### src/rtl/proj_lane_mchk_if.sv
// Per-lane valid/ready/data bundle between the lane FIFOs and the multi-lane checker.
interface proj_lane_mchk_if #(
    parameter int W = 16,
    parameter int N = 4
);
    logic [N-1:0]   vld;
    logic [N*W-1:0] data;
    logic [N-1:0]   rdy;

    modport master (output vld, output data, input  rdy);
    modport slave  (input  vld, input  data, output rdy);
endinterface

### src/rtl/proj_lane_mchk.sv
// N-lane arithmetic-sequence checker: per-lane lock tracking, saturating mismatch
// counters, sticky error flags and an optional periodic ready stall.
module proj_lane_mchk #(
    parameter int W    = 16,
    parameter int N    = 4,
    parameter int EW   = 8,
    parameter int STEP = 1,
    parameter int LOSS = 4,
    parameter int X    = 2
) (
    input  logic              clk_i,
    input  logic              rst_i,      // active-low, asynchronous
    input  logic              clr_i,
    proj_lane_mchk_if.slave   bus,
    output logic [N-1:0]      locked_o,
    output logic [N*EW-1:0]   errcntr_o,
    output logic [N-1:0]      errflg_o,
    output logic              anyerr_o
);
    typedef enum logic {SYNC, TRACK} st_e;

    localparam logic [W-1:0]  STEP_W = W'(STEP);
    localparam logic [EW-1:0] LOSS_W = EW'(LOSS);

    logic [N-1:0] rdy_w;

    if (X > 0) begin : g_stall
        logic [X-1:0] stall_q;
        logic [X-1:0] stall_d;
        logic         rdy_q;

        assign stall_d = stall_q + 1'b1;

        // Ready is the registered image of the counter, low on its terminal count.
        always_ff @(posedge clk_i or negedge rst_i) begin
            if (!rst_i) begin
                stall_q <= '0;
                rdy_q   <= 1'b0;
            end else begin
                stall_q <= stall_d;
                rdy_q   <= (stall_d != {X{1'b1}});
            end
        end

        assign rdy_w = {N{rdy_q}};
    end else begin : g_nostall
        assign rdy_w = '1;
    end

    assign bus.rdy = rdy_w;

    st_e          st_q   [N];
    logic [W-1:0] exp_q  [N];
    logic [EW-1:0] miss_q[N];
    logic [EW-1:0] cnt_q [N];
    logic [W-1:0] din    [N];
    logic [N-1:0] xfer;
    logic [N-1:0] hit;
    logic [N-1:0] locked_q;
    logic [N-1:0] errflg_q;
    logic         anyerr_q;

    always_comb begin
        xfer = bus.vld & rdy_w;
        hit  = '0;
        for (int i = 0; i < N; i++) begin
            din[i] = bus.data[i*W +: W];
            hit[i] = xfer[i] && (st_q[i] == TRACK) && (din[i] != exp_q[i]);
        end
    end

    always_ff @(posedge clk_i or negedge rst_i) begin
        if (!rst_i) begin
            for (int i = 0; i < N; i++) begin
                st_q[i]   <= SYNC;
                exp_q[i]  <= '0;
                miss_q[i] <= '0;
                cnt_q[i]  <= '0;
            end
            locked_q <= '0;
            errflg_q <= '0;
            anyerr_q <= 1'b0;
        end else if (clr_i) begin
            for (int i = 0; i < N; i++) begin
                st_q[i]   <= SYNC;
                miss_q[i] <= '0;
                cnt_q[i]  <= '0;
            end
            locked_q <= '0;
            errflg_q <= '0;
            anyerr_q <= 1'b0;
        end else begin
            // anyerr tracks the next-state flags so it rises together with errflg.
            anyerr_q <= |(errflg_q | hit);
            for (int i = 0; i < N; i++) begin
                if (xfer[i]) begin
                    exp_q[i] <= din[i] + STEP_W;
                    if (st_q[i] == SYNC) begin
                        st_q[i]     <= TRACK;
                        locked_q[i] <= 1'b1;
                    end else if (!hit[i]) begin
                        miss_q[i] <= '0;
                    end else begin
                        if (cnt_q[i] != {EW{1'b1}})
                            cnt_q[i] <= cnt_q[i] + 1'b1;
                        errflg_q[i] <= 1'b1;
                        if ((miss_q[i] + 1'b1) == LOSS_W) begin
                            st_q[i]     <= SYNC;
                            locked_q[i] <= 1'b0;
                            miss_q[i]   <= '0;
                        end else begin
                            miss_q[i] <= miss_q[i] + 1'b1;
                        end
                    end
                end
            end
        end
    end

    for (genvar g = 0; g < N; g++) begin : g_pack
        assign errcntr_o[g*EW +: EW] = cnt_q[g];
    end

    assign locked_o = locked_q;
    assign errflg_o = errflg_q;
    assign anyerr_o = anyerr_q;
endmodule

### src/flat_wrapper.sv
// flat-port wrapper written by rule: the top's interface ports become plain ports
module proj_lane_mchk_flat 
#(
    parameter int W    = 16,
    parameter int N    = 4,
    parameter int EW   = 8,
    parameter int STEP = 1,
    parameter int LOSS = 4,
    parameter int X    = 2
)
  (clk_i, rst_i, clr_i, locked_o, errcntr_o, errflg_o, anyerr_o, bus_vld, bus_data, bus_rdy);
  proj_lane_mchk_if #(.W(W), .N(N)) bus_i ();
  input  logic clk_i;
  input  logic rst_i;
  input  logic clr_i;
  output logic [N-1:0] locked_o;
  output logic [N*EW-1:0] errcntr_o;
  output logic [N-1:0] errflg_o;
  output logic anyerr_o;
  input wire logic [$bits(bus_i.vld)-1:0] bus_vld;
  input wire logic [$bits(bus_i.data)-1:0] bus_data;
  output wire logic [$bits(bus_i.rdy)-1:0] bus_rdy;
  assign bus_i.vld = bus_vld;
  assign bus_i.data = bus_data;
  assign bus_rdy = bus_i.rdy;
  proj_lane_mchk #(.W(W), .N(N), .EW(EW), .STEP(STEP), .LOSS(LOSS), .X(X)) u_core (.clk_i(clk_i), .rst_i(rst_i), .clr_i(clr_i), .bus(bus_i), .locked_o(locked_o), .errcntr_o(errcntr_o), .errflg_o(errflg_o), .anyerr_o(anyerr_o));
endmodule
### config.mk
export PLATFORM = sky130hd
export DESIGN_NAME = proj_lane_mchk_flat
export DESIGN_NICKNAME = d
export VERILOG_FILES = /design/src/rtl/proj_lane_mchk_if.sv /design/src/rtl/proj_lane_mchk.sv /design/src/flat_wrapper.sv
export SDC_FILE = /design/constraint.sdc
export NUM_CORES = 1
export LEC_CHECK = 0
export BUFFER_PORTS_ARGS = -buffer_cell sky130_fd_sc_hd__buf_2
export CAP_MARGIN = 20
export CORE_ASPECT_RATIO = 1.25
export CORE_MARGIN = 2
export CORE_UTILIZATION = 25
export DETAILED_ROUTE_END_ITERATION = 12
export PLACE_DENSITY = 0.41
export SLEW_MARGIN = 15
export SYNTH_ARGS = -nofsm -noshare
export SYNTH_HDL_FRONTEND = slang
export SYNTH_SLANG_ARGS = --single-unit
### constraint.sdc
create_clock -name clk_i -period 2 [get_ports clk_i]
set_clock_uncertainty 0.2 [all_clocks]
set_input_delay 0.2 -clock clk_i [delete_from_list [all_inputs] [get_ports clk_i]]
set_output_delay 0.2 -clock clk_i [all_outputs]
set_load 0.01 [all_outputs]
Yosys cells after proc, flatten, opt, wreduce, memory -nomap -nowiden
Cells that the tools add are included.
{"block": "totals", "ff_bits": 144, "inputBits": 71, "out_inout_bits": 45}
{"block": "op_classes", "add_sub_neg": 13, "n_eq_ne": 21, "mux": 82, "bitwise_logic": 3, "n_reduce_logical": 45}
{"operator": "8-bit 2-to-1 mux", "count": 32}
{"operator": "16-bit by 1-bit adder with 16-bit output (second input constant)", "count": 4}
{"operator": "8-bit by 1-bit adder with 8-bit output (second input constant)", "count": 8}
{"operator": "32-bit 2-to-1 mux", "count": 2}
{"operator": "16-bit != test", "count": 4}
{"operator": "1-bit 2-to-1 mux", "count": 45}
{"operator": "8-bit by 3-bit equality test with 1-bit output (second input constant)", "count": 4}
{"operator": "8-bit != test (second input constant)", "count": 4}
{"operator": "2-bit nonzero test", "count": 16}
{"operator": "3-bit != test (second input constant)", "count": 8}
{"operator": "3-bit AND reduction", "count": 8}
{"operator": "2-bit AND reduction", "count": 8}
{"operator": "4-bit AND reduction", "count": 4}
{"operator": "4-bit 2-to-1 mux", "count": 3}
{"operator": "1-bit logical AND", "count": 8}
{"operator": "4-bit bitwise AND", "count": 1}
{"operator": "4-bit bitwise OR", "count": 1}
{"operator": "4-bit OR reduction", "count": 1}
{"operator": "2-bit by 1-bit adder with 2-bit output (second input constant)", "count": 1}
{"operator": "2-bit != test (second input constant)", "count": 1}
{"operator": "1-bit inverter", "count": 1}

Logic depth before layout (Yosys ltp)
{"block": "depth", "word_depth": 7, "depth_mapped": 8, "ltp_nobuf": 7}

Worst setup path after synthesis
OpenSTA, ideal clock, no wires.
{"block": "synth_path", "path_kind": "register -> register", "startpoint": "register u_core.cnt_q, in the netlist u_core.errcntr_o[18]", "endpoint": "register u_core.cnt_q, in the netlist u_core.errcntr_o[19]", "setup_time_ns": 0.125, "arrival_ns": 1.809, "required_time_ns": 1.675, "slack_ns": -0.134, "path_stages_with_launch": 7, "period_less_slack_ns": 2.134, "cell_sequence": "dfrtp_1 > and3_1 > and3_1 > and3_1 > nor3_2 > and3_1 > mux2_4"}
{"block": "synth_via", "elab_chain_cells": 6, "elab_cells_between_ends": 9, "cone_classes": "1 x add/sub; 1 x eq/ne; 5 x mux; 2 x reduce/logical"}
{"item": "from (decl)", "line": "proj_lane_mchk.sv:55", "source": "logic [EW-1:0] cnt_q [N];"}
{"item": "from (signal, indexed assignment)", "line": "proj_lane_mchk.sv:105", "source": "cnt_q[i] <= cnt_q[i] + 1'b1;"}
{"item": "8-bit by 1-bit adder with 8-bit output", "line": "proj_lane_mchk.sv:105"}
{"item": "8-bit 2-to-1 mux", "line": "proj_lane_mchk.sv:104", "source": "if (cnt_q[i] != {EW{1'b1}})"}
{"item": "8-bit 2-to-1 mux", "line": "proj_lane_mchk.sv:101", "source": "end else if (!hit[i]) begin"}
{"item": "8-bit 2-to-1 mux", "line": "proj_lane_mchk.sv:98", "source": "if (st_q[i] == SYNC) begin"}
{"item": "8-bit 2-to-1 mux", "line": "proj_lane_mchk.sv:96", "source": "if (xfer[i]) begin"}
{"item": "32-bit 2-to-1 mux", "line": "proj_lane_mchk.sv:83", "source": "end else if (clr_i) begin"}
Several ways; a longest one is shown, not always the timed one. The select of a mux whose other input is x is not followed.
A chain may end at the register's enable or synchronous reset.

Final worst setup path
{"block": "layout_path", "startpoint": "register u_core.exp_q[45] (netlist name)", "endpoint": "register u_core.cnt_q, in the netlist u_core.errcntr_o[14]"}
{"block": "layout_via", "elab_chain_cells": 4}
{"item": "from (decl)", "line": "proj_lane_mchk.sv:53", "source": "logic [W-1:0] exp_q [N];"}
{"item": "from (signal, indexed assignment)", "line": "proj_lane_mchk.sv:97", "source": "exp_q[i] <= din[i] + STEP_W;"}
{"item": "16-bit != test", "line": "proj_lane_mchk.sv:68", "source": "hit[i] = xfer[i] && (st_q[i] == TRACK) && (din[i] != exp_q[i]);"}
{"item": "1-bit logical AND", "line": "proj_lane_mchk.sv:68"}
{"item": "2-bit nonzero test (no line)"}
{"item": "4-bit AND reduction (no line)"}
Every way passes these cells.

==> flow_summary.json <==
{
  "status": "finished with violations",
  "failed_checks": "negative setup slack",
  "cp-startpoint": "u_core.exp_q[45]$_DFFE_PN0P_",
  "cts_tree": "yes",
  "layout-drive-gt1-share_pct": 35.5,
  "clock.fmax_mhz": 441,
  "ff2ff_path_depth": 8,
  "reg2reg_to": "u_core.errcntr_o[14]$_DFFE_PN0P_",
  "r2r-start": "u_core.exp_q[45]$_DFFE_PN0P_",
  "design_power_total_mw": 7.38,
  "htreeDepth": 4,
  "grt_max_degree": 46,
  "clock-sinks": 144,
  "antenna_found_initial": 0,
  "period_share_pct": 113,
  "hold_viol_final": 0,
  "cap_violations": 0,
  "clk_root_buffer_cell": "clkbuf_16",
  "dieArea_um2": 33700,
  "die_w_um": 165,
  "ys_seq_area_share_pct": 44.7,
  "vias": 7175,
  "met2_usage_pct": 24.7,
  "relSlewSlack_pct": 67.1,
  "ant_nets": 0,
  "p_per_area_nw_per_um2": 612,
  "grt-ovfl-total": 0,
  "diodes": 0,
  "multi_input_area_um2": 4900,
  "grt_pass1_vias": 7519,
  "period_needed_ns": 2.27,
  "wl_per_cell_um": 14.1,
  "critical_path_class": "reg2reg",
  "viasPerCell": 4.48,
  "setup_viol": 36,
  "drt_iter0_markers": 308,
  "worst_slew_pin_slew_ns": 0.494,
  "final_cell_mix": "dfrtp_1 (141), buf_4 (138), buf_2 (114), nand2_1 (108), xor2_1 (68)",
  "synth_cell_types": 53,
  "required_ns": 2.12,
  "syn_avg_cell_area_um2": 9.35,
  "synthFlopType": "dfrtp_1",
  "dieHeight_um": 205,
  "final_common_cell": "dfrtp_1",
  "gp_congestion": 0.758,
  "areaGrowthSynthToFinish_pct": 49.8,
  "ys_ff_latch": 144,
  "dpl.hpwl_um": 16200,
  "regArea_um2": 3610,
  "cp_max_fo": 6,
  "n_fill_cell": 3272,
  "ir_worst_vdd_uv": 390,
  "rsz0062_at_grt": "true",
  "rows": 73,
  "worstSetupStartpointType": "flop",
  "netlist_area_um2": 8050,
  "hold_ws_ns": 0.0226,
  "initial_utilization_pct": 25.3,
  "clk_latency_ns": 0.43,
  "cts_buffer_depth": 2,
  "use_met3_pct": 3.32,
  "io-pin-count": 116,
  "busiest_layer": "met2",
  "netlist_instances": 861,
  "synthArstFlopShare_pct": 100,
  "grt_pass1_wl_um": 37500,
  "clk_transition_reported_paths_ns": 0.06,
  "synth_fp_nets": 946,
  "drt_first_pass_iters": 4,
  "min-delay-start": "bus_data[56]",
  "wirelength_um": 22500,
  "cts_buffers": 17,
  "cp-end-kind": "flop",
  "yosysWarnings": 0,
  "io_buffers": 115,
  "arrival_ns": 2.38,
  "drc": 0,
  "hold_class": "in2reg",
  "grt_usage_pct": 14.2,
  "total_leakage_power_nw": 5.39,
  "post-route-worst-setup-slack_ns": -0.266,
  "grtUsageMet1_pct": 16.8,
  "synth_edf_count": 0,
  "crit_path_end": "u_core.errcntr_o[14]$_DFFE_PN0P_",
  "r2r_slack_ns": -0.27,
  "core_area_um2": 31800,
  "setup_tns_ns": -4.41,
  "slew_violations": 0,
  "nets": 1265
}
-- registers in the layout, summed over array words and instances, names as in the netlist --
register	count
u_core.exp_q	64
u_core.errcntr_o	32
u_core.miss_q	32
u_core.errflg_o	4
u_core.locked_o	4
u_core.st_q	4
u_core.g_stall.stall_q	2
u_core.anyerr_o	1
u_core.g_stall.rdy_q	1
-- metal layers --
| metal | routed length (um) | up-vias |
|---|---|---|
| met5 | 0 | - |
| met4 | 333 | 0 |
| met3 | 947 | 18 |
| met2 | 11500 | 91 |
| met1 | 9730 | 3416 |
| li1 | - | 3650 |
-- cell type report --
type / count / area share, %
well taps: 412 / 4.27
clock buffers: 27 / 4.00
multi-input cells: 671 / 40.7
repair buffers: 330 / 20.4
inverters: 16 / 0.498
flip-flops and latches: 144 / 29.9
clock inverters: 1 / 0.249
-- cells in the mapped netlist, drive strengths merged, types with 3 or more instances --
master | number | area [um^2]
nand2 | 109 | 409
nand2b | 3 | 18.8
nor4b | 4 | 35.0
xnor2 | 72 | 631
buf | 10 | 63.8
nor2 | 56 | 210
mux2 | 14 | 165
a41oi | 3 | 26.3
nand4 | 24 | 150
and3 | 39 | 244
or3 | 12 | 75.1
nor3 | 8 | 56.3
xor2 | 70 | 613
nand3 | 49 | 245
nor2b | 16 | 100
a22o | 8 | 70.1
ha | 14 | 175
or2 | 3 | 18.8
mux2i | 4 | 40.0
inv | 15 | 56.3
o21ai | 90 | 450
dfrtp | 144 | 3600
nor4 | 20 | 155
nor3b | 5 | 42.5
a31oi | 4 | 25.0
and2 | 3 | 18.8
clkbuf | 20 | 77.6
a21oi | 21 | 105
o2bb2ai | 3 | 26.3
-- cells by family after synthesis --
| kind of cell | Yosys count | share of synthesized area, % |
|---|---|---|
| AND/OR/NAND/NOR | 355 | 22.5 |
| adder cells (fa/ha/maj) | 14 | 2.18 |
| multiplexers | 18 | 2.55 |
| AO/OA/AOI/OAI | 142 | 10.1 |
| flip-flops | 144 | 44.7 |
| buffers and inverters | 46 | 2.50 |
| XOR/XNOR | 142 | 15.4 |
-- critical path, cell delays in order, from the launching register on --
cell and delay, ns:
dfrtp_1 0.38, xor2_1 0.15, nor4_2 0.34, buf_4 0.16, nand4_1 0.12, buf_6 0.17
and3_4 0.19, nand4_1 0.11, mux2_4 0.31
-- where the power goes --
group / internal [mW] / switching (mW)
Clock: 1.75 / 1.20
Sequential: 3.12 / 0.140
Combinational: 0.589 / 0.587
Total: 5.45 / 1.93
-- through the flow --
stage	utilization, %	instances	worst slack, ns	area (um^2)
floorplan	-	861	-0.0533	8110
global placement	32.2	1507	-0.440	10200
detailed placement	32.2	1507	-0.422	10200
CTS	36.2	1591	-0.257	11500
global route	37.9	1601	-0.339	12100
finish	37.9	1601	-0.266	12100
-- how the worst min path moves through the flow --
| stage | slack (ns) | endpoint | cells after the start |
|---|---|---|---|
| final | 0.02 | u_core.exp_q[8]$_DFFE_PN0P_ | 4 |
| after global routing | 0.04 | u_core.exp_q[49]$_DFFE_PN0P_ | 4 |
| after global placement | -0.09 | u_core.exp_q[12]$_DFFE_PN0P_ | 1 |
| after detailed placement | -0.09 | u_core.exp_q[11]$_DFFE_PN0P_ | 1 |
| after CTS | 0.001 | u_core.exp_q[37]$_DFFE_PN0P_ | 4 |
| after floorplan | -0.30 | u_core.anyerr_o$_DFF_PN0_ | 0 |
-- timing repair --
item / 4_1_cts / 5_1_grt
hold endpoints to repair: 196 / 0
hold buffers: 50 / 0
pin swaps: 44 / 56
setup buffers: 7 / 11
gates resized for setup: 60 / 105
setup endpoints to repair: 53 / 81
(Power assumes the default switching activity.)
